**config.mk**
```make
export PLATFORM = sky130hd
export DESIGN_NAME = uart_transmitter
export DESIGN_NICKNAME = d
export VERILOG_FILES = /design/src/rtl/uart_transmitter.sv
export SDC_FILE = /design/constraint.sdc
export NUM_CORES = 1
export LEC_CHECK = 0
export CAP_MARGIN = 20
export CORE_AREA = 2 2 79 81
export CTS_CLUSTER_SIZE = 16
export DETAILED_ROUTE_END_ITERATION = 10
export DIE_AREA = 0 0 81 83
export PLACE_DENSITY = 0.78
export SETUP_SLACK_MARGIN = 0.02
export SLEW_MARGIN = 15
export SYNTH_ARGS = -nofsm -noshare
export SYNTH_HDL_FRONTEND = slang
export SYNTH_SLANG_ARGS = --single-unit
```
**constraint.sdc**
```tcl
create_clock -name clk -period 2.9 [get_ports clk]
set_input_delay 0.58 -clock clk [delete_from_list [all_inputs] [get_ports clk]]
set_output_delay 0.58 -clock clk [all_outputs]
set_load 0.02 [all_outputs]
```
**src/rtl/uart_transmitter.sv**
```systemverilog
// rtl/uart_transmitter.sv - 8N1 UART transmitter with byte FIFO, LSB first, idle-high line
module uart_transmitter #(
  parameter int CLKS_PER_BIT = 279,
  parameter int CNT_W        = 9,
  parameter int DEPTH        = 4
) (
  input  logic                   clk,
  input  logic                   rst,
  input  logic [7:0]             data_tx,
  input  logic                   send,
  output logic                   ready,
  output logic                   dout,
  output logic                   busy,
  output logic [$clog2(DEPTH):0] count,
  output logic                   overflow,
  output logic [1:0]             state
);

  localparam int PTR_W = $clog2(DEPTH);
  localparam int CW    = PTR_W + 1;
  localparam logic [CNT_W-1:0] CNT_LAST = CNT_W'(CLKS_PER_BIT - 1);
  localparam logic [CW-1:0]    FULL     = CW'(DEPTH);

  typedef enum logic [1:0] {
    S_READY = 2'd0,
    S_START = 2'd1,
    S_DATA  = 2'd2,
    S_STOP  = 2'd3
  } state_t;

  state_t           state_q, state_d;
  logic [CNT_W-1:0] cnt_q, cnt_d;
  logic [2:0]       idx_q, idx_d;
  logic [7:0]       shift_q, shift_d;
  logic             dout_q, dout_d;
  logic [PTR_W-1:0] wr_ptr_q, wr_ptr_d;
  logic [PTR_W-1:0] rd_ptr_q, rd_ptr_d;
  logic [CW-1:0]    count_q, count_d;
  logic             overflow_q, overflow_d;
  logic [7:0]       mem_q [DEPTH];

  logic push;
  logic pop;
  logic bit_end;

  // A full FIFO rejects a push even if the FSM pops in the same cycle.
  assign ready    = (count_q != FULL);
  assign push     = send && ready;
  assign bit_end  = (cnt_q == CNT_LAST);
  assign dout     = dout_q;
  assign busy     = (state_q != S_READY) || (count_q != '0);
  assign count    = count_q;
  assign overflow = overflow_q;
  assign state    = state_q;

  always_ff @(posedge clk) begin
    if (push) begin
      mem_q[wr_ptr_q] <= data_tx;
    end
  end

  always_comb begin
    wr_ptr_d   = wr_ptr_q;
    rd_ptr_d   = rd_ptr_q;
    count_d    = count_q;
    overflow_d = overflow_q;
    if (push) begin
      wr_ptr_d = wr_ptr_q + PTR_W'(1);
    end
    if (pop) begin
      rd_ptr_d = rd_ptr_q + PTR_W'(1);
    end
    case ({push, pop})
      2'b10:   count_d = count_q + CW'(1);
      2'b01:   count_d = count_q - CW'(1);
      default: count_d = count_q;
    endcase
    if (send && !ready) begin
      overflow_d = 1'b1;
    end
  end

  always_comb begin
    state_d = state_q;
    cnt_d   = cnt_q;
    idx_d   = idx_q;
    shift_d = shift_q;
    dout_d  = dout_q;
    pop     = 1'b0;
    case (state_q)
      S_READY: begin
        dout_d = 1'b1;
        cnt_d  = '0;
        if (count_q != '0) begin
          pop     = 1'b1;
          shift_d = mem_q[rd_ptr_q];
          dout_d  = 1'b0;
          state_d = S_START;
        end
      end
      S_START: begin
        if (bit_end) begin
          cnt_d   = '0;
          idx_d   = '0;
          dout_d  = shift_q[0];
          state_d = S_DATA;
        end else begin
          cnt_d = cnt_q + CNT_W'(1);
        end
      end
      S_DATA: begin
        if (bit_end) begin
          cnt_d = '0;
          if (idx_q != 3'd7) begin
            idx_d  = idx_q + 3'd1;
            dout_d = shift_q[idx_d];
          end else begin
            dout_d  = 1'b1;
            state_d = S_STOP;
          end
        end else begin
          cnt_d = cnt_q + CNT_W'(1);
        end
      end
      S_STOP: begin
        if (bit_end) begin
          cnt_d = '0;
          // Chain straight into the next start bit so queued bytes stream without a gap.
          if (count_q != '0) begin
            pop     = 1'b1;
            shift_d = mem_q[rd_ptr_q];
            dout_d  = 1'b0;
            state_d = S_START;
          end else begin
            state_d = S_READY;
          end
        end else begin
          cnt_d = cnt_q + CNT_W'(1);
        end
      end
      default: begin
        dout_d  = 1'b1;
        cnt_d   = '0;
        state_d = S_READY;
      end
    endcase
  end

  always_ff @(posedge clk or posedge rst) begin
    if (rst) begin
      state_q    <= S_READY;
      cnt_q      <= '0;
      idx_q      <= '0;
      shift_q    <= '0;
      dout_q     <= 1'b1;
      wr_ptr_q   <= '0;
      rd_ptr_q   <= '0;
      count_q    <= '0;
      overflow_q <= 1'b0;
    end else begin
      state_q    <= state_d;
      cnt_q      <= cnt_d;
      idx_q      <= idx_d;
      shift_q    <= shift_d;
      dout_q     <= dout_d;
      wr_ptr_q   <= wr_ptr_d;
      rd_ptr_q   <= rd_ptr_d;
      count_q    <= count_d;
      overflow_q <= overflow_d;
    end
  end

endmodule
```
# Yosys cells after proc, flatten, opt, wreduce, memory -nomap -nowiden
# Memories as Yosys holds them, arrays and structs flattened.
# Cells that the tools add are included.
[word_totals]
memories = 1
reg_bits = 31
ram_bits = 32
elab_cells = 78
[op_classes]
magnitude_cmp = 1
reduce_logical = 15
n_eq_ne = 15
n_addsub = 6
mux = 31
[memory_table]
columns = ["memory", "depth", "word_bits", "rd", "rd_ports_with_merged_regs", "write_ports", "line", "text"]
rows = [
  ["mem_q", 4, 8, 1, 0, 1, "40", "logic [7:0] mem_q [DEPTH];"],
]
[op_table]
columns = ["operator", "n"]
rows = [
  ["one-hot mux 9 bit (2 select lines)", 1],
  ["2-to-1 mux 8 bit", 2],
  ["one-hot mux 8 bit (2 select lines)", 1],
  ["!= test 2 bit, second input constant", 7],
  ["2-to-1 mux 1 bit", 12],
  ["one-hot mux 3 bit (2 select lines)", 2],
  ["2-to-1 mux 2 bit", 5],
  ["adder 9 x 1 -> 9 bit, second input constant", 1],
  ["equality test 9 bit, second input constant", 1],
  ["2-to-1 mux 3 bit", 3],
  ["2-to-1 mux 9 bit", 1],
  ["one-hot mux 2 bit (4 select lines)", 1],
  ["AND reduction 4 bit", 2],
  ["nonzero test 2 bit", 4],
  ["adder 3 x 1 -> 3 bit, second input constant", 2],
  ["equality test 2 bit, second input constant", 3],
  ["!= test 3 bit, second input constant", 2],
  ["AND reduction 5 bit", 1],
  ["adder 2 x 1 -> 2 bit, second input constant", 2],
  ["equality test 2 x 1 -> 1 bit, second input constant", 2],
  ["< comparator 3 x 4 -> 1 bit, second input constant", 1],
  ["one-hot mux 1 bit (4 select lines)", 1],
  ["binary-select mux 1 bit (select 3 bit)", 1],
  ["nonzero test 3 bit", 1],
  ["8 further kinds", 9],
]

# Logic depth before layout (Yosys ltp)
# Gate-level depths: netlist (run 1).
[logic_depth]
word_depth = 6
ltp_mapped = 11

# Worst setup path after synthesis (run 1)
# Ideal clock, no wire load.
[synth_path]
kind = "register -> register"
startpoint = "register state_q[0] (netlist: state[0])"
endpoint = "register count_q[2] (netlist: count[2])"
setup_slack_ns = 0.571
stages_incl_launch_ff = 10
t_arrival_ns = 2.249
period_less_slack_ns = 2.329
required_time_ns = 2.820
setup_ns = 0.080
cell_sequence = "dfrtp_1 -> inv_1 -> ha_1 -> nor3_1 -> ha_1 -> inv_1 -> fa_1 -> xor2_1 -> nor2_1 -> xor2_1"
[synth_between]
elab_chain_cells = 4
word_cells_on_any_way = 7
classes_between = "3 x eq/ne; 2 x mux; 2 x reduce/logical"
[synth_rtl]
columns = ["element", "line", "text"]
rows = [
  ["start, declared", "31", "state_t state_q, state_d;"],
  ["start signal, assigned", "161", "state_q <= state_d;"],
  ["equality test 2 bit or logical NOT 2 bit (tied branches)", "90", "case (state_q)"],
  ["one-hot mux 1 bit (2 select lines) (*)", "90", ""],
  ["net pop", "43", "logic pop;"],
  ["equality test 2 x 1 -> 1 bit or equality test 2 bit (tied branches)", "73", "case ({push, pop})"],
  ["one-hot mux 3 bit (2 select lines) or nonzero test 2 bit (tied branches)", "--", ""],
  ["end signal, assigned", "168", "count_q <= count_d;"],
  ["end, declared", "38", "logic [CW-1:0] count_q, count_d;"],
]
# Mark *: on every way through the listed nets, which the timed path passes. The rest lies on a longest branch.
# A chain may end at the register's enable or synchronous reset.

# Worst setup path in the final report (run 1)
[layout_path]
startpoint = "register cnt_q[0]"
endpoint = "register count_q[2] (netlist: count[2])"
[layout_between]
elab_chain_cells = 5
word_cells_on_any_way = 7
classes_between = "3 x eq/ne; 3 x mux; 1 x reduce/logical"
[layout_rtl]
columns = ["element", "line", "text"]
rows = [
  ["start, declared", "32", "logic [CNT_W-1:0] cnt_q, cnt_d;"],
  ["start signal, assigned", "162", "cnt_q <= cnt_d;"],
  ["equality test 9 bit (*)", "49", "assign bit_end = (cnt_q == CNT_LAST);"],
  ["2-to-1 mux 1 bit (*)", "126", "if (bit_end) begin"],
  ["one-hot mux 1 bit (2 select lines) (*)", "90", ""],
  ["net pop", "43", ""],
  ["equality test 2 x 1 -> 1 bit or equality test 2 bit (tied branches)", "73", ""],
  ["one-hot mux 3 bit (2 select lines) or nonzero test 2 bit (tied branches)", "--", ""],
]
# Marks and branches as above.

==> impl_metrics.csv, run 1 <==
group,metric,value,unit
clock_tree,clk-insertion-delay-late,330,ps
power,clockPowerShare,0.324,
min_path,holdCritPathClass,"flop to flop",
logic_synthesis,synth_async_sr_flop_share,0.492,
clock_tree,cts_hold_repair.buffers,0,
clock_tree,tritoncts_clock_tree,"yes",
sta,report.final.slew_viol_count,0,
logic_synthesis,synth_sequential_area_ratio,0.603,
worst_setup_path,regToRegSetupSlack,400,ps
floorplan,rows,28,
power,sequentialPowerShare,0.505,
power,netSwitchingFraction,0.274,
logic_synthesis,ys_types,40,
sta,whs,472,ps
sta,worst_pin_slew,564,ps
worst_setup_path,worstPathRequired,3160,ps
clock_tree,htree_levels,3,
sta,finalHoldViolations,0,
sta,min_period,2500,ps
clock_tree,clock_sink_count,63,
placed_design,pre_cts_worst_setup_slack,407,ps
floorplan,die_height,83,um
power,report.power.total,2300,uW
clock_tree,cts-buffers-inserted,9,
cells_and_area,most_frequent_standard_cell_in_the_layout_excluding_fill_and_tap_cells,"edfxtp_1",
power,leakage_power_of_the_design,0.00131,uW
worst_setup_path,cp-start-kind,"flop",
logic_synthesis,ys_seq_elements,63,
sta,fmax,399,MHz
logic_synthesis,synth_edf_count,32,
job,max_cap_viol_count,0,
floorplan,floorplan.initialDensity,0.496,
placed_design,place_hpwl,3.27,mm
cells_and_area,multi_input_comb_area,1080,sq um
grt,global_route_wire_length_before_repair,8.00,mm
floorplan,chipWidth,81,um
cells_and_area,filler_cell_count,488,
cells_and_area,fin_nets,249,
logic_synthesis,ys_dominant_reg_cell,"edfxtp_1",
clock_tree,clk_pin_slew,70,ps
cells_and_area,area_growth_syn_to_layout,16.2,%
logic_synthesis,synthesis.area,2880,sq um
grt,grt-ovfl-total,0,
placed_design,numPortBuffers,19,
power,power.combinational.fraction,0.171,
drt,remaining_antenna_violation_count,0,
power,power.density_cell_area,685,nW/um^2
clock_tree,number_of_buffers_inserted_to_repair_setup_after_cts,0,
logic_synthesis,synthesis.instances,197,
power,cell_internal_pwr,1670,uW
drt,drcViolationCount,0,
floorplan,placeableCoreArea,5820,sq um
clock_tree,cts_resized,0,
drt,via_per_inst,5.30,
cells_and_area,finalNonFillerCells,303,
clock_tree,cts.path.max_buffers,2,
logic_synthesis,syn-mean-instance-area,14.6,sq um
floorplan,boundaryPins,20,
worst_setup_path,worstSetupPathType,"flop to flop",
grt,tot_gr_track_use,0.159,
drt,dr.first_iter.drc_count,80,
status,status,"completed",
power,ir_drop_worst_vdd,0.492,mV
drt,routedWlPerCell,15.4,um
cells_and_area,register_area,1740,sq um
sta,unrepaired_setup_endpoints_after_global_routing,"no",
sta,slew_headroom,0.624,
placed_design,place.detailed.instances,287,
grt,antenna_violations_before_repair,0,
sta,period_share,0.863,
grt,grt_start_max_net_pins,32,
sta,post-route-worst-setup-slack,396,ps
cells_and_area,antenna_cells,0,
drt,detail_route.wirelength,4.68,mm
cells_and_area,drive_gt1_frac,0.189,
sta,timing.final.setup_violations,0,
drt,drt-pass1-iter-count,4,
logic_synthesis,synth.yosys.warnings,0,
drt,routed-via-count,1607,
clock_tree,buffer_type_at_the_clock_tree_root,"clkbuf_8",
placed_design,gp_congestion,0.779,
grt,number_of_global_route_vias_before_repair,1690,
floorplan,design.die.area,6720,sq um
worst_setup_path,critPathCaptureType,"flop",
sta,finClkSkew,5.77,ps
worst_setup_path,critPathMaxFanout,5,
sta,setup_total_negative_slack,0,ps
cells_and_area,layout_common_cells,"32 x edfxtp_1, 30 x dfrtp_1, 19 x clkdlybuf4s50_1, 15 x nor2_1, 14 x ha_1",
worst_setup_path,worst_ep_arrival,2760,ps
power,total_switching_power,628,uW
logic_synthesis,syn_nets,223,
[worst paths after layout]
check,end,cells past startpoint,startpoint
min in group asynchronous,overflow$_DFFE_PP0P_,3,rst
setup reg to reg,count[2]$_DFFE_PP0P_,11,cnt_q[0]$_DFF_PP0_
max in group asynchronous,dout$_DFFE_PP1P_,3,rst
setup / recovery,count[2]$_DFFE_PP0P_,11,cnt_q[0]$_DFF_PP0_
hold / removal,overflow$_DFFE_PP0P_,1,overflow$_DFFE_PP0P_
hold reg to reg,overflow$_DFFE_PP0P_,1,overflow$_DFFE_PP0P_
[critical path, cell delays in order, from the launching register on]
cell      delay (ps)
dfrtp_1          420
inv_1             80
ha_1             150
and4bb_2         250
a31oi_1          120
nor3_1           320
ha_1             250
inv_1             60
fa_1             370
xor2_1           150
nor2_1           110
xor2_1           150
[power groups by stage]
stage / combinational (uW) / sequential, uW / clock, uW
after floorplan: 210 / 1190 / 0
after global placement: 390 / 1170 / 0
after detailed placement: 398 / 1180 / 0
after CTS: 401 / 1160 / 765
after global routing: 442 / 1170 / 811
final: 392 / 1160 / 744
[cell usage after synthesis, types with 2 or more instances]
master,n,area [sq um]
mux2i_1,3,30.0
and4bb_2,2,25.0
nor3_1,6,30.0
nand3_1,3,15.0
and3_1,5,31.3
nand2_1,9,33.8
nor4b_1,2,17.5
nand4bb_1,2,22.5
a22o_1,4,35.0
mux4_2,9,203
inv_1,9,33.8
nor2_1,15,56.3
dfrtp_1,30,751
xnor2_1,7,61.3
edfxtp_1,32,961
a211o_1,2,17.5
clkbuf_1,3,11.3
xor2_1,6,52.6
ha_1,14,175
mux2_2,12,135
o21ai_0,2,10.0
o21ai_1,2,10.0
[area by class of cell]
type / count / area share
repair buffers: 21 / 0.0613
clock inverters: 6 / 0.0213
clock buffers: 10 / 0.0381
flip-flops and latches: 63 / 0.519
multi-input cells: 119 / 0.322
well taps: 75 / 0.0280
inverters: 9 / 0.0101
[logic make-up after synthesis]
family / count (synthesis) / synth area share
buffers and inverters: 15 / 0.0226
AO/OA/AOI/OAI: 19 / 0.0504
flip-flops: 63 / 0.603
multiplexers: 24 / 0.128
XOR/XNOR: 13 / 0.0395
adder cells (fa/ha/maj): 15 / 0.0677
AND/OR/NAND/NOR: 48 / 0.0894
[sequential cells by signal, indices dropped and copies added (netlist names)]
name / count
wr_ptr_q: 2
idx_q: 3
mem_q: 32
count: 3
state: 2
cnt_q: 9
dout: 1
shift_q: 8
rd_ptr_q: 2
overflow: 1
[through the flow]
stage / util / area (sq um)
floorplan: - / 2880
global placement: 0.542 / 3150
detailed placement: 0.542 / 3150
CTS: 0.576 / 3350
global route: 0.576 / 3350
finish: 0.576 / 3350
[routing by layer]
metal | vias to the layer above | track usage | part of all wire
li1 | 784 | - | -
met1 | 788 | 0.214 | 0.47
met2 | 28 | 0.235 | 0.48
met3 | 7 | 0.0565 | 0.035
met4 | 0 | 0.0601 | 0.016
met5 | - | 0 | 0
Power figures use the tool's default switching activity.
==> run 2: changes to the inputs <==
- MAX_ROUTING_LAYER: unset -> met4
==> run 2 against run 1 <==
Effect of this change:
- critical path depth unchanged
- clock power barely moved
- sequential share of layout area did not move
- die area is the same
- design area stayed put
- combinational power about the same
- setup slack lost 1.7 ps
- maximum frequency about the same
- routed wire length about the same
==> impl_metrics.csv, run 2 (synthesis gave the netlist of run 1 again) <==
group,metric,value,unit
sta,min_period,2510,ps
worst_setup_path,worst_ep_arrival,2760,ps
grt,grt-ovfl-total,0,
grt,tot_gr_track_use,0.163,
clock_tree,cts_hold_repair.buffers,0,
worst_setup_path,regToRegSetupSlack,390,ps
job,max_cap_viol_count,0,
placed_design,gp_congestion,0.790,
floorplan,boundaryPins,20,
floorplan,floorplan.initialDensity,0.496,
worst_setup_path,timing.critical_path.cells,"inv_1, ha_1, and4bb_2, a31oi_1, nor3_1, ha_1, inv_1, fa_1, xor2_1, nor2_1, xor2_1",
sta,timing.final.setup_violations,0,
drt,remaining_antenna_violation_count,0,
sta,worst_pin_slew,550,ps
drt,dr.first_iter.drc_count,71,
grt,grt_start_max_net_pins,32,
clock_tree,cts_resized,0,
worst_setup_path,critical_path.slowest_cell,"dfrtp_1",
sta,unrepaired_setup_endpoints_after_global_routing,"no",
worst_setup_path,critPathMaxFanout,5,
clock_tree,clk_pin_slew,70,ps
clock_tree,clk-insertion-delay-late,330,ps
sta,report.final.slew_viol_count,0,
cells_and_area,drive_gt1_frac,0.189,
cells_and_area,most_frequent_standard_cell_in_the_layout_excluding_fill_and_tap_cells,"edfxtp_1",
power,power.density_cell_area,685,nW/um^2
drt,routed-via-count,1622,
drt,routedWlPerCell,15.4,um
floorplan,chipWidth,81,um
cells_and_area,antenna_cells,0,
grt,number_of_global_route_vias_before_repair,1696,
power,leakage_power_of_the_design,0.00131,uW
clock_tree,buffer_type_at_the_clock_tree_root,"clkbuf_8",
floorplan,die_height,83,um
worst_setup_path,critPathCaptureType,"flop",
sta,setup_total_negative_slack,0,ps
clock_tree,tritoncts_clock_tree,"yes",
clock_tree,htree_levels,3,
cells_and_area,number_of_flip_flops_under_the_largest_register_name,32,
cells_and_area,fin_nets,249,
placed_design,numPortBuffers,19,
sta,post-route-worst-setup-slack,395,ps
sta,period_share,0.864,
sta,finClkSkew,5.78,ps
sta,fmax,399,MHz
cells_and_area,area_growth_syn_to_layout,16.2,%
worst_setup_path,worstSetupPathType,"flop to flop",
floorplan,placeableCoreArea,5820,sq um
placed_design,place_hpwl,3.27,mm
clock_tree,cts.path.max_buffers,2,
floorplan,rows,28,
clock_tree,clock_sink_count,63,
sta,finalHoldViolations,0,
cells_and_area,layout_common_cells,"32 x edfxtp_1, 30 x dfrtp_1, 19 x clkdlybuf4s50_1, 15 x nor2_1, 14 x ha_1",
floorplan,design.die.area,6720,sq um
status,status,"completed",
grt,global_route_wire_length_before_repair,7.98,mm
clock_tree,cts-buffers-inserted,9,
worst_setup_path,worstPathRequired,3160,ps
drt,drt-pass1-iter-count,4,
power,ir_drop_worst_vdd,0.491,mV
drt,detail_route.wirelength,4.68,mm
drt,via_per_inst,5.35,
grt,antenna_violations_before_repair,0,
worst_setup_path,crit_path_max_incr_delay,420,ps
clock_tree,number_of_buffers_inserted_to_repair_setup_after_cts,0,
drt,drcViolationCount,0,
cells_and_area,biggest_register,"mem_q",
power,report.power.total,2290,uW
sta,slew_headroom,0.633,
placed_design,pre_cts_worst_setup_slack,407,ps
min_path,holdCritPathClass,"flop to flop",
worst_setup_path,cp-start-kind,"flop",
cells_and_area,reg.largest.list,"mem_q x32, cnt_q x9, shift_q x8",
-- run 2: cell counts in the layout (fill, tap and decap cells not counted) --
Identical to the previous run, type by type.
-- run 2: critical path: cells and delay by family, from the launching register on --
family          cells  cell delay [ps]
xor+xnor            2              300
fa+ha+maj           3              770
compound gates      1              120
buf+inv             2              130
flops               1              420
simple gates        3              680
-- run 2: per-stage QoR --
step	util	instance area (sq um)	hold WS [ps]	cells
floorplan	-	2880	474	197
global placement	0.542	3150	467	287
detailed placement	0.542	3150	463	287
CTS	0.576	3350	479	303
global route	0.576	3350	522	303
finish	0.576	3350	470	303
-- run 2: report_power, final --
group / switching, uW / internal, uW
Sequential: 72.8 / 1090
Clock: 342 / 401
Combinational: 212 / 181
-- run 2: area by class of cell --
cell class	count	area, sq um
Timing Repair Buffer	21	205
Clock buffer	10	128
Sequential cell	63	1740
Clock inverter	6	71.3
Tap cell	75	93.8
Multi-Input combinational cell	119	1080
Inverter	9	33.8
Fill cell	488	2470
-- run 2: per-layer routing --
| metal | wire [um] | share of wire | track usage |
|---|---|---|---|
| met1 | 2190 | 0.47 | 0.213 |
| met2 | 2220 | 0.47 | 0.236 |
| met3 | 200 | 0.043 | 0.0565 |
| met4 | 76 | 0.016 | 0.0601 |
| met5 | 0 | 0 | - |
-- run 2: path summary, 6_finish.rpt --
check / cells past startpoint / end / startpoint
setup / recovery: 11 / count[2]$_DFFE_PP0P_ / cnt_q[0]$_DFF_PP0_
hold / removal: 1 / overflow$_DFFE_PP0P_ / overflow$_DFFE_PP0P_
setup reg to reg: 11 / count[2]$_DFFE_PP0P_ / cnt_q[0]$_DFF_PP0_
hold reg to reg: 1 / overflow$_DFFE_PP0P_ / overflow$_DFFE_PP0P_
max in group asynchronous: 3 / dout$_DFFE_PP1P_ / rst
min in group asynchronous: 3 / overflow$_DFFE_PP0P_ / rst
==> run 3: changes to the inputs <==
- CORE_AREA: 2 2 79 81 -> 2 2 73 89
- DIE_AREA: 0 0 81 83 -> 0 0 75 91
- PLACE_DENSITY: 0.78 -> 0.77
==> run 3 against run 2 <==
Effect of this change:
- critical path depth unchanged
- non-clock buffer count unchanged
- global-route usage increased by 0.74 points
- routed wire length increased by 2.9%
- design area increased by 0.19%
- maximum frequency increased by 2.6%
- utilization decreased by 1.0 points
- sequential cell count unchanged
- largest cell class unchanged
==> impl_metrics.csv, run 3 (synthesis gave the netlist of run 1 again) <==
group,metric,value,unit
status,status,"completed",
grt,tot_gr_track_use,0.170,
clock_tree,cts-buffers-inserted,9,
worst_setup_path,critical_path.slowest_cell,"dfrtp_1",
floorplan,boundaryPins,20,
worst_setup_path,crit-reg2reg-capture,"count[2]$_DFFE_PP0P_",
placed_design,numPortBuffers,19,
cells_and_area,fin_nets,249,
worst_setup_path,worstSetupPathDepth,11,
grt,global_route_wire_length_before_repair,8.22,mm
min_path,min_delay_path_depth,1,
floorplan,placeableCoreArea,5930,sq um
clock_tree,clock_sink_count,63,
grt,grt_start_max_net_pins,32,
clock_tree,tritoncts_clock_tree,"yes",
power,ir_drop_worst_vdd,0.788,mV
worst_setup_path,worst-path-buf-inv,2,
clock_tree,cts.path.max_buffers,2,
sta,timing.final.setup_violations,0,
cells_and_area,finalNonFillerCells,310,
cells_and_area,area_growth_syn_to_layout,16.4,%
sta,unrepaired_setup_endpoints_after_global_routing,"no",
min_path,holdCritPathClass,"flop to flop",
floorplan,chipWidth,75,um
worst_setup_path,regToRegSetupSlack,460,ps
placed_design,gp_congestion,0.749,
worst_setup_path,critPathMaxFanout,5,
min_path,hp_start,"overflow$_DFFE_PP0P_",
drt,routedWlPerCell,15.5,um
power,power.combinational.fraction,0.171,
sta,report.final.slew_viol_count,0,
grt,number_of_global_route_vias_before_repair,1616,
power,netSwitchingFraction,0.274,
drt,drcViolationCount,0,
clock_tree,buffer_type_at_the_clock_tree_root,"clkbuf_8",
worst_setup_path,critPathTopFamily,"adder cells",
floorplan,die_height,91,um
worst_setup_path,worstSetupPathType,"flop to flop",
drt,dr.first_iter.drc_count,71,
sta,finalHoldViolations,0,
clock_tree,cts_resized,0,
sta,finClkSkew,6.21,ps
clock_tree,htree_levels,3,
cells_and_area,reg.largest.list,"mem_q x32, cnt_q x9, shift_q x8",
placed_design,place_hpwl,3.30,mm
worst_setup_path,worstPathRequired,3150,ps
sta,fmax,410,MHz
power,sequentialPowerShare,0.507,
cells_and_area,layout_common_cells,"32 x edfxtp_1, 30 x dfrtp_1, 19 x clkdlybuf4s50_1, 15 x nor2_1, 14 x ha_1",
sta,min_period,2440,ps
worst_setup_path,critPathCaptureType,"flop",
worst_setup_path,crit_path_max_incr_delay,420,ps
floorplan,floorplan.initialDensity,0.486,
sta,worst_pin_slew,592,ps
drt,detail_route.wirelength,4.82,mm
cells_and_area,most_frequent_standard_cell_in_the_layout_excluding_fill_and_tap_cells,"edfxtp_1",
drt,via_per_inst,5.26,
drt,routed-via-count,1630,
clock_tree,cts_hold_repair.buffers,0,
power,leakage_power_of_the_design,0.00130,uW
cells_and_area,drive_gt1_frac,0.189,
placed_design,place.detailed.instances,294,
power,power.density_cell_area,683,nW/um^2
sta,whs,482,ps
power,clockPowerShare,0.322,
drt,remaining_antenna_violation_count,0,
cells_and_area,number_of_flip_flops_under_the_largest_register_name,32,
worst_setup_path,r2r_start,"cnt_q[0]$_DFF_PP0_",
worst_setup_path,ff2ff_path_depth,11,
clock_tree,clk-insertion-delay-late,330,ps
grt,antenna_violations_before_repair,0,
job,max_cap_viol_count,0,
worst_setup_path,cp-start-kind,"flop",
sta,slew_headroom,0.605,
cells_and_area,biggest_register,"mem_q",
grt,grt-ovfl-total,0,
clock_tree,number_of_buffers_inserted_to_repair_setup_after_cts,0,
sta,period_share,0.842,
worst_setup_path,worst_ep_arrival,2700,ps
cells_and_area,antenna_cells,0,
power,total_switching_power,628,uW
drt,drt-pass1-iter-count,5,
sta,setup_total_negative_slack,0,ps
clock_tree,clk_pin_slew,70,ps
cells_and_area,filler_cell_count,467,
worst_setup_path,timing.critical_path.cells,"inv_1, ha_1, and4bb_2, a31oi_1, nor3_1, ha_1, inv_1, fa_1, xor2_1, nor2_1, xor2_1",
floorplan,design.die.area,6830,sq um
floorplan,rows,31,
power,cell_internal_pwr,1660,uW
min_path,min_delay_worst_endpoint,"overflow$_DFFE_PP0P_",
run 3: cell types whose count changed in the layout (fill, tap and decap cells not counted), sizes merged:
cell,delta
clkbuf,-1
clkinv,-2
clkinvlp,+2
inv,+1
run 3: area by class of cell:
cell class                 instances  area (sq um)  area share
clock buffer                       9           124      0.0369
clock inverter                     7          72.6      0.0216
inverter                           9          33.8      0.0101
multi-input combinational        119          1080       0.322
sequential                        63          1740       0.518
tap                               82           103      0.0306
timing repair buffer              21           205      0.0611
run 3: through the flow:
stage | util | area (sq um) | setup WS (ps) | total power [uW]
floorplan | - | 2880 | 571 | 1400
global placement | 0.532 | 3160 | 540 | 1560
detailed placement | 0.532 | 3160 | 466 | 1580
CTS | 0.565 | 3360 | 431 | 2320
global route | 0.565 | 3360 | 231 | 2420
finish | 0.565 | 3360 | 458 | 2290
run 3: worst max path at each step:
| stage | start | end | slack, ps |
|---|---|---|---|
| after floorplan | state[0]$_DFFE_PP0P_ | count[2]$_DFFE_PP0P_ | 570 |
| after global placement | cnt_q[0]$_DFF_PP0_ | count[2]$_DFFE_PP0P_ | 540 |
| after global routing | cnt_q[0]$_DFF_PP0_ | count[2]$_DFFE_PP0P_ | 230 |
| after CTS | cnt_q[0]$_DFF_PP0_ | count[2]$_DFFE_PP0P_ | 430 |
| final | cnt_q[0]$_DFF_PP0_ | count[2]$_DFFE_PP0P_ | 460 |
| after detailed placement | cnt_q[0]$_DFF_PP0_ | count[2]$_DFFE_PP0P_ | 470 |
run 3: metal layers:
metal,track usage,part of all wire
met5,-,0
met4,0.0625,0.012
met3,0.0499,0.026
met2,0.258,0.54
met1,0.216,0.43
run 3: power groups by stage:
stage                     registers (uW)  logic [uW]  clock network [uW]
after floorplan                     1190         210                   0
after global placement              1170         390                   0
after detailed placement            1180         398                   0
after CTS                           1160         402                 757
after global routing                1180         441                 797
final                               1160         391                 739
